`config.mk`:
```
export PLATFORM = sky130hd
export DESIGN_NAME = mac_8_seq_ctrl
export DESIGN_NICKNAME = d
export VERILOG_FILES = /design/src/rtl/mac_8_seq_ctrl.sv
export SDC_FILE = /design/constraint.sdc
export NUM_CORES = 1
export LEC_CHECK = 0
export ABC_AREA = 1
export BUFFER_PORTS_ARGS = -buffer_cell sky130_fd_sc_hd__buf_2
export CAP_MARGIN = 20
export CELL_PAD_IN_SITES_DETAIL_PLACEMENT = 1
export CELL_PAD_IN_SITES_GLOBAL_PLACEMENT = 1
export CORE_MARGIN = 5
export CORE_UTILIZATION = 42
export DETAILED_ROUTE_END_ITERATION = 8
export GPL_TIMING_DRIVEN = 0
export HOLD_SLACK_MARGIN = 0.03
export PLACE_DENSITY = 0.85
export SLEW_MARGIN = 5
export SYNTH_ARGS = -nofsm -noshare
export SYNTH_HDL_FRONTEND = slang
export SYNTH_SLANG_ARGS = --single-unit
```
`constraint.sdc`:
```
create_clock -name clk -period 10.46 [get_ports clk]
set_input_delay 1.046 -clock clk [delete_from_list [all_inputs] [get_ports clk]]
set_output_delay 1.046 -clock clk [all_outputs]
set_load 0.01 [all_outputs]
```
`src/rtl/mac_8_seq_ctrl.sv`:
```
// mac_8_seq_ctrl: sequencer for one multiply-accumulate dot-product job.
// A job loads an initial addend, then folds LEN a*b products into it over a
// valid/ready operand stream. The final sum is latched into result, and done
// pulses for one cycle when the job completes.
module mac_8_seq_ctrl #(
    parameter int DATA_WIDTH = 8,
    parameter int LEN_WIDTH  = 4
) (
    input  logic                  clk,
    input  logic                  rst_n,
    input  logic                  start,
    input  logic [LEN_WIDTH-1:0]  len,
    input  logic [DATA_WIDTH-1:0] init,
    input  logic                  abort,
    input  logic                  in_valid,
    output logic                  in_ready,
    input  logic [DATA_WIDTH-1:0] a,
    input  logic [DATA_WIDTH-1:0] b,
    output logic                  busy,
    output logic                  done,
    output logic [DATA_WIDTH-1:0] result
);

    typedef enum logic [1:0] {
        IDLE = 2'd0,
        RUN  = 2'd1,
        DONE = 2'd2
    } state_t;

    state_t                state;
    logic [DATA_WIDTH-1:0] acc;
    logic [LEN_WIDTH-1:0]  cnt;
    logic [DATA_WIDTH-1:0] mac_sum;
    logic                  beat;

    // The low DATA_WIDTH bits of a*b + acc depend only on the low bits of
    // the full product, so evaluating in DATA_WIDTH context gives the same
    // truncated sum as forming the 2*DATA_WIDTH product first.
    assign mac_sum = a * b + acc;

    // Operands are accepted only while running and not being cancelled;
    // abort withdraws ready in the same cycle so the pair is not consumed.
    assign in_ready = (state == RUN) && !abort;
    assign beat     = in_valid && in_ready;

    // busy and done are pure decodes of the state register.
    assign busy = (state != IDLE);
    assign done = (state == DONE);

    // Job sequencer: accepts a job, counts down operand beats, latches result.
    always_ff @(posedge clk) begin
        if (!rst_n) begin
            state  <= IDLE;
            acc    <= '0;
            cnt    <= '0;
            result <= '0;
        end else begin
            case (state)
                IDLE: begin
                    if (start && !abort) begin
                        acc <= init;
                        cnt <= len;
                        if (len == '0) begin
                            result <= init;
                            state  <= DONE;
                        end else begin
                            state <= RUN;
                        end
                    end
                end
                RUN: begin
                    if (abort) begin
                        state <= IDLE;
                    end else if (beat) begin
                        acc <= mac_sum;
                        cnt <= cnt - LEN_WIDTH'(1);
                        if (cnt == LEN_WIDTH'(1)) begin
                            result <= mac_sum;
                            state  <= DONE;
                        end
                    end
                end
                DONE: begin
                    state <= IDLE;
                end
                default: begin
                    state <= IDLE;
                end
            endcase
        end
    end

endmodule

```
==> impl.org, run 1 <==
** STA
- Setup violations remaining at the end of the flow were counted as 0.
- Min cycle time layout :: roughly 4.7 ns
- Setup repair after global routing left no endpoint under its margin.
- Worst-Margin Slew :: 0.540 ns
- Share of the cycle needed by the critical path after routing :: 0.450
- Worst clock skew :: ~0.0061 ns
- For this run, the top clock speed supported by timing is between 200 and 250 MHz.
- After routing, the total negative slack on setup checks comes to 0 ns.
- Final count of pins violating max slew :: 0
- Measured against its own limit, the worst slew margin works out to 0.640.
- Number of hold violations in the final report :: 0

** Drt
- First-pass detailed-route iteration total :: 5
- Using the TritonRoute via totals, the vias-per-cell ratio works out to 4.87.
- In the final routed layout, each cell accounts on average for about 14 um.
- Count of vias placed by the detailed router :: roughly 2100
- For this block, the initial DRC count from the detailed router was 53.
- The detail route stage leaves a number of antenna-violating nets equal to 0.
- For this run, design rule violations remaining after detail routing come to 0.
- Wires add up to about 6300 um.

** Pwr
- Of the total power, combinational logic draws 0.607.
- Relative contribution of the clock network to total power :: 0.147
- Of the total power, registers draw 0.246.
- In this run the power density over the cells is approximately 170 mW/mm2.
- Of the total power, the share spent switching nets is 0.469.
- Reported net switching power :: between 0.2 and 0.25 mW
- Int Pwr :: between 0.2 and 0.25 mW
- Lkg Pwr :: 1.48 nW
- VDD IR-drop max :: slightly below 0.08 mV

** GRT
- Global routing usage summed across all routing layers :: 0.204
- The number of global-route vias before repair came to between 2000 and 2500.
- Sum of overflow across all layers after global routing :: 0
- Entering global routing, the biggest net connects 13 pins.
- Global-route wire length before repair :: about 11000 um
- The initial antenna violation count was 0.

** Clock network
- In this run, post-CTS hold repair placed 0 buffers.
- The clock reaches the later pin of the worst-skew pair after 0.27 ns.
- Number of buffers created by CTS :: 3
- In this run the deepest clock path goes through 2 buffers.
- Clock tree from TritonCTS :: built
- Count of clock tree sinks :: 22
- Post-CTS Setup Inserts :: 0
- Post-CTS repair changed the size of 0 cells.
- Clock tree root driver cell :: clkbuf_8
- Clock edge transition at the registers on the reported setup and hold paths :: roughly 0.08 ns
- CTS built an H-tree with a depth of 1.

** Finish
- Number of inserted filler cells in the final layout :: 726
- Final net count :: 440
- The repair_antennas step left the layout with diodes totalling 0.
- Of the cells placed in the final design, the portion with a size suffix greater than 1 is 0.160.
- In the layout the commonest cells are nand2_1, inv_1, buf_2, nor2_1, dfxtp_1.
- Leaving out fill and tap cells, the most frequent cell in the layout is nand2_1.
- Relative area change from synthesis to final layout :: 15.5%
- For this run, the number of standard cells in the final layout without fillers is roughly 440.

** Setup path
- Worst path required time :: 10.63 ns
- Data on the critical path arrives at its endpoint at 4.88 ns.
- The worst setup path is of the in2reg kind.
- In this run the worst path has a maximum fanout of 7.
- Sort of element at the start of the critical path :: primary input
- STA classifies the critical path endpoint as a register.

** Synthesis
- After synthesis, the mean cell area works out to just under 7 um2.
- Flip-flop and latch count after synthesis :: 22
- Yosys mapped the design onto 28 distinct sky130hd cell types.
- Of the synthesized area, sequential elements account for 0.199.
- When the netlist entered floorplanning its net count stood at around 400.
- After technology mapping, the gate count stands at approximately 330.
- Synthesis warning total :: 0
- After synthesis the cells add up to about 0.0022 mm2.

** Placed design
- Detailed placement HPWL :: 5330 um
- GP Congestion :: roughly 0.8
- Dpl cells :: between 400 and 500
- During placement, the flow inserted port buffers numbering 40.

** Die
- Die X-Extent :: 82.6 um
- After floorplanning, the core was sized to cover 0.00511 mm2.
- Die H :: ~83 um
- The die covers roughly 0.0068 mm2.
- After floorplanning, the core was divided into 26 placement rows.
- Starting density of the core :: 0.434
- 44 I/O pins were placed.

** Job
- Max-cap violations in this run came to 0.

** Status
- Outcome :: finished, final reports clean

** Worst hold path
- Hold/Removal Path Class :: reg2reg
==> layout make-up <==
type / count / area, um2 / area share
Buffer: 8 / 38.8 / 0.0152
Clock buffer: 4 / 55.1 / 0.0215
Inverter: 73 / 275 / 0.108
Multi-Input combinational cell: 222 / 1460 / 0.571
Sequential cell: 22 / 440 / 0.172
Tap cell: 70 / 87.6 / 0.0342
Timing Repair Buffer: 40 / 200 / 0.0783
==> cells by family after synthesis <==
logic type / after synthesis / share of synthesized area
AOI/OAI and AO/OA: 37 / 0.0972
xor gates and xnor gates: 7 / 0.0277
adders and majority gates: 37 / 0.270
buffers and inverters: 81 / 0.142
DFF: 22 / 0.199
and+or+nand+nor: 141 / 0.264
==> power by group through the flow <==
stage               Sequential, mW  Combinational [mW]  Clock [mW]
finish                       0.106               0.262      0.0633
global route                 0.108               0.304      0.0689
CTS                          0.106               0.268      0.0644
detailed placement           0.108               0.265           0
global placement             0.107               0.246           0
floorplan                    0.108               0.183           0
==> synth_stat cells, drive strengths merged <==
cell type | n | area share
nand2 | 100 | 0.17
inv | 72 | 0.12
nor2 | 24 | 0.045
dfxtp | 22 | 0.20
ha | 19 | 0.11
o21ai | 19 | 0.043
fa | 18 | 0.16
nand3 | 15 | 0.042
a21oi | 8 | 0.018
buf | 6 | 0.014
a31oi | 4 | 0.011
xor2 | 4 | 0.016
xnor2 | 3 | 0.012
a211oi | 2 | 0.0068
clkbuf | 2 | 0.0034
nand3b | 2 | 0.0068
o211ai | 2 | 0.0068
clkinv | 1 | 0.0023
o221ai | 1 | 0.0040
o41ai | 1 | 0.0073
==> sequential cells by signal (all words and copies together), names as in the netlist <==
register / cells
acc: 8
state: 2
cnt: 4
result: 8
==> metal layers <==
| layer | GRT usage | routed length (um) | up-vias |
|---|---|---|---|
| met5 | 0 | 0 | - |
| met4 | 0.0441 | 65 | 0 |
| met3 | 0.0174 | 138 | 9 |
| met2 | 0.387 | 3310 | 29 |
| met1 | 0.249 | 2770 | 1032 |
| li1 | - | - | 1067 |
==> worst max-delay path: stages <==
cell and delay [ns]:
buf_2 0.17, nand2_1 0.10, fa_1 0.47, fa_1 0.55, inv_1 0.05, fa_1 0.47, inv_1 0.06, fa_1 0.53
inv_1 0.05, ha_1 0.33, nand2_1 0.06, nor2_1 0.15, o21ai_0 0.11, nand2_1 0.10, inv_1 0.05, nand2_1 0.06
nand2_1 0.10, inv_1 0.08, nand2_1 0.05, nand3_1 0.11, nand3_1 0.08, nand2_1 0.07, inv_1 0.04
==> metrics by stage <==
step                      utilization  hold slack [ns]  total power [mW]  instance area, um2  setup slack (ns)
after floorplan                     -            0.466             0.291                2210              5.90
final                           0.501            0.491             0.431                2560              5.75
after detailed placement        0.490            0.476             0.372                2500              5.43
after CTS                       0.501            0.500             0.438                2560              5.72
after global placement          0.490            0.462             0.353                2500              5.61
after global routing            0.501            0.521             0.480                2560              5.50
==> worst paths after layout <==
path / startpoint / end / slack, ns / cells after the start
min reg2reg: result[1] / result[1] / 0.49 / 2
max: a[1] / acc[7] / 5.75 / 23
min: result[1] / result[1] / 0.49 / 2
max reg2reg: acc[6] / acc[7] / 6.44 / 22
(Power assumes the default switching activity.)
==> run 2: changes to the inputs <==
CORE_UTILIZATION = 35   (was 42)
PLACE_DENSITY = 0.76   (was 0.85)
clock period = 4.2 ns   (was 10.46 ns; I/O delays follow)
==> impl.org, run 2 (synthesis results as in run 1) <==
** Status
- Outcome :: finished, final reports clean

** STA
- Final count of pins violating max slew :: 0 (unchanged)
- Final setup fails :: 0 (unchanged)
- The clock period could shrink to slightly below 4 ns.
- Upper clock frequency limit :: about 250 MHz
- The actual transition at the worst max-transition pin came to 0.548 ns (+0.00810 ns).
- Share of the cycle needed by the critical path after routing :: 0.942
- The worst-case headroom to the max-slew limit came to 0.634 (-0.00540).
- The final-report hold violation count was 0 (unchanged).
- The final clock skew was 0.00141 ns (-0.00469 ns).

** Finish
- Relative area change from synthesis to final layout :: 18.1%
- Highest-count cells in the layout ignoring fill and taps :: nand2_1, inv_1, buf_2, dfxtp_1, nor2_1
- The net total in the final layout is 440 (unchanged).
- Cell area after layout :: 0.00262 mm2 (+2.3%)
- The number of antenna diodes came to 0 (unchanged).
- Fraction of layout instances using a drive strength above 1 :: 0.176 (+0.0163)
- The final standard cell count with taps included and fillers excluded is 446 (+1.6%).
- Leading cell type in the layout, fill and taps excluded :: nand2_1
- Registers with the highest flip-flop counts :: acc (8), result (8), cnt (4)
- Number of inserted filler cells in the final layout :: 832 (+15%)

** Setup path
- Critical Path Fanout Max :: 9 (+2)
- The required time of the critical path was 4.37 ns (-6.26 ns).
- Data arrival time of the critical path :: 4.13 ns (-0.75 ns)
- Sort of element at the start of the critical path :: primary input
- Minimum setup slack among reg-to-reg paths :: 0.25 ns (-6.19 ns)
- Worst Setup Path Type :: in2reg
- Nature of the critical path endpoint :: register

** GRT
- M3 GR Usage :: 0.0240 (+0.00661)
- The met1 usage in global routing came to 0.190 (-0.0594).
- The initial antenna violation count was 0 (unchanged).
- Global-route wire length before repair :: 10500 um (-0.90%)
- Met2 Track Usage GR :: 0.313 (-0.0739)
- The largest net degree at the start of global routing is 14 (+1).
- The global-route usage over all layers was 0.166 (-0.0387).
- Sum of overflow across all layers after global routing :: 0 (unchanged)
- Via count of the first global-routing pass :: 2357 (+2.9%)
- Layer with the highest usage :: met2

** Die
- The placeable core region was 0.00624 mm2 (+22%).
- The horizontal die dimension was 89.5 um (+8.4%).
- The overall die height was 89.5 um (+8.4%).
- The cell row count came to 29 (+12%).
- The area of the die is 0.00802 mm2 (+17%).
- I/O Pins :: 44 (unchanged)
- Starting density of the core :: 0.355 (-0.0788)

** Drt
- Count of vias placed by the detailed router :: 2110 (-1.3%)
- The routed length per instance is 13.5 um (-5.8%).
- First-pass detailed-route iteration total :: 4 (-1)
- The mean number of vias per cell came to 4.73 (-2.8%).
- The final wirelength is 6010 um (-4.3%).
- Initial drt markers :: 31 (-42%)
- The remaining number of nets flagged by the antenna check after routing was 0 (unchanged).
- Post-detailed-route DRC marker count :: 0 (unchanged)

** Placed design
- Dpl cells :: 442 (+1.6%)
- The routability congestion estimate is 0.810 (about the same).
- Placement-stage cell area :: 0.00251 mm2 (+0.35%)
- Total of buffers placed on input and output ports :: 40 (unchanged)
- The half-perimeter wire length of the detailed placement result came to 5140 um (-3.5%).

** Clock network
- Clk_lat worst skew :: 0.26 ns (about the same)
- The TritonCTS buffer count is 3 (unchanged).
- The number of H-tree branching levels was 1 (unchanged).
- Hold_buf cts :: 0 (unchanged)
- Clock tree root driver cell :: clkbuf_8
- The total clock sinks was 22 (unchanged).
- The buffer levels on the longest clock path came to 2 (unchanged).
- Clock tree from TritonCTS :: built
- The clock slew seen by the registers of the worst setup and hold paths came to 0.08 ns (about the same).

** Pwr
- The static power due to leakage is 1.49 nW (+0.59%).
- The peak ir drop on the vdd network was 0.198 mV (+150%).
- The power density over cell area is 436 mW/mm2 (+160%).

** Job
- Count of max-cap constraint violations :: 0 (unchanged)

** Worst hold path
- Hold/Removal Path Class :: in2reg
run 2: final cells by class:
cell class / count / area [um2] / share of cell area
clock inverters: 1 / 30.0 / 0.0115
plain buffers: 8 / 43.8 / 0.0167
well taps: 77 / 96.3 / 0.0368
flip-flops and latches: 22 / 440 / 0.168
repair buffers: 40 / 200 / 0.0766
multi-input cells: 222 / 1490 / 0.569
inverters: 73 / 275 / 0.105
clock buffers: 3 / 41.3 / 0.0158
run 2: worst paths after layout:
path / startpoint / to / cells after the start
hold reg to reg: result[6] / result[6] / 2
setup / recovery: b[0] / acc[7] / 23
hold / removal: len[2] / cnt[2] / 3
setup reg to reg: acc[5] / acc[7] / 22
run 2: critical path: stages:
cell and delay (ns):
clkbuf_4 0.17, nand2_2 0.07, fa_1 0.49, fa_1 0.50, inv_1 0.07, fa_1 0.48, inv_1 0.06, fa_1 0.56
inv_1 0.07, ha_4 0.27, nand2_1 0.06, nor2_2 0.14, nor2_1 0.06, nand2_1 0.08, nand2_2 0.07, nand3_1 0.09
nand2_1 0.09, inv_1 0.06, nand2_1 0.05, nand3_2 0.09, nand3_1 0.08, nand2_1 0.07, inv_1 0.03
run 2: what timing repair did:
| action | CTS | global route |
|---|---|---|
| gates resized for setup | 0 | 9 |
| setup endpoints to repair | 0 | 2 |
| buffers inserted | 0 | 0 |
run 2: power breakdown:
part / total [mW] / switching (mW) / leakage [nW] / internal, mW
combinational: 0.676 / 0.416 / 1.27 / 0.260
clock: 0.200 / 0.0726 / 0.0357 / 0.127
sequential: 0.263 / 0.0200 / 0.181 / 0.243
total: 1.14 / 0.509 / 1.49 / 0.631
run 2: metrics by stage:
step	TNS, ns	power (mW)	setup slack, ns	utilization	hold WS, ns
global placement	-0.225	0.888	-0.114	0.402	0.467
CTS	0	1.13	0.0480	0.414	0.439
floorplan	0	0.724	0.265	-	0.466
detailed placement	-0.469	0.919	-0.238	0.402	0.461
global route	-0.00218	1.27	-0.00218	0.419	0.432
finish	0	1.14	0.245	0.419	0.439
run 2: per-layer routing:
| layer | wire length [um] | part of all wire | up-vias |
|---|---|---|---|
| met4 | 151 | 0.025 | 0 |
| met5 | 0 | 0 | - |
| met3 | 294 | 0.049 | 15 |
| met2 | 3100 | 0.52 | 46 |
| li1 | - | - | 1071 |
| met1 | 2460 | 0.41 | 978 |
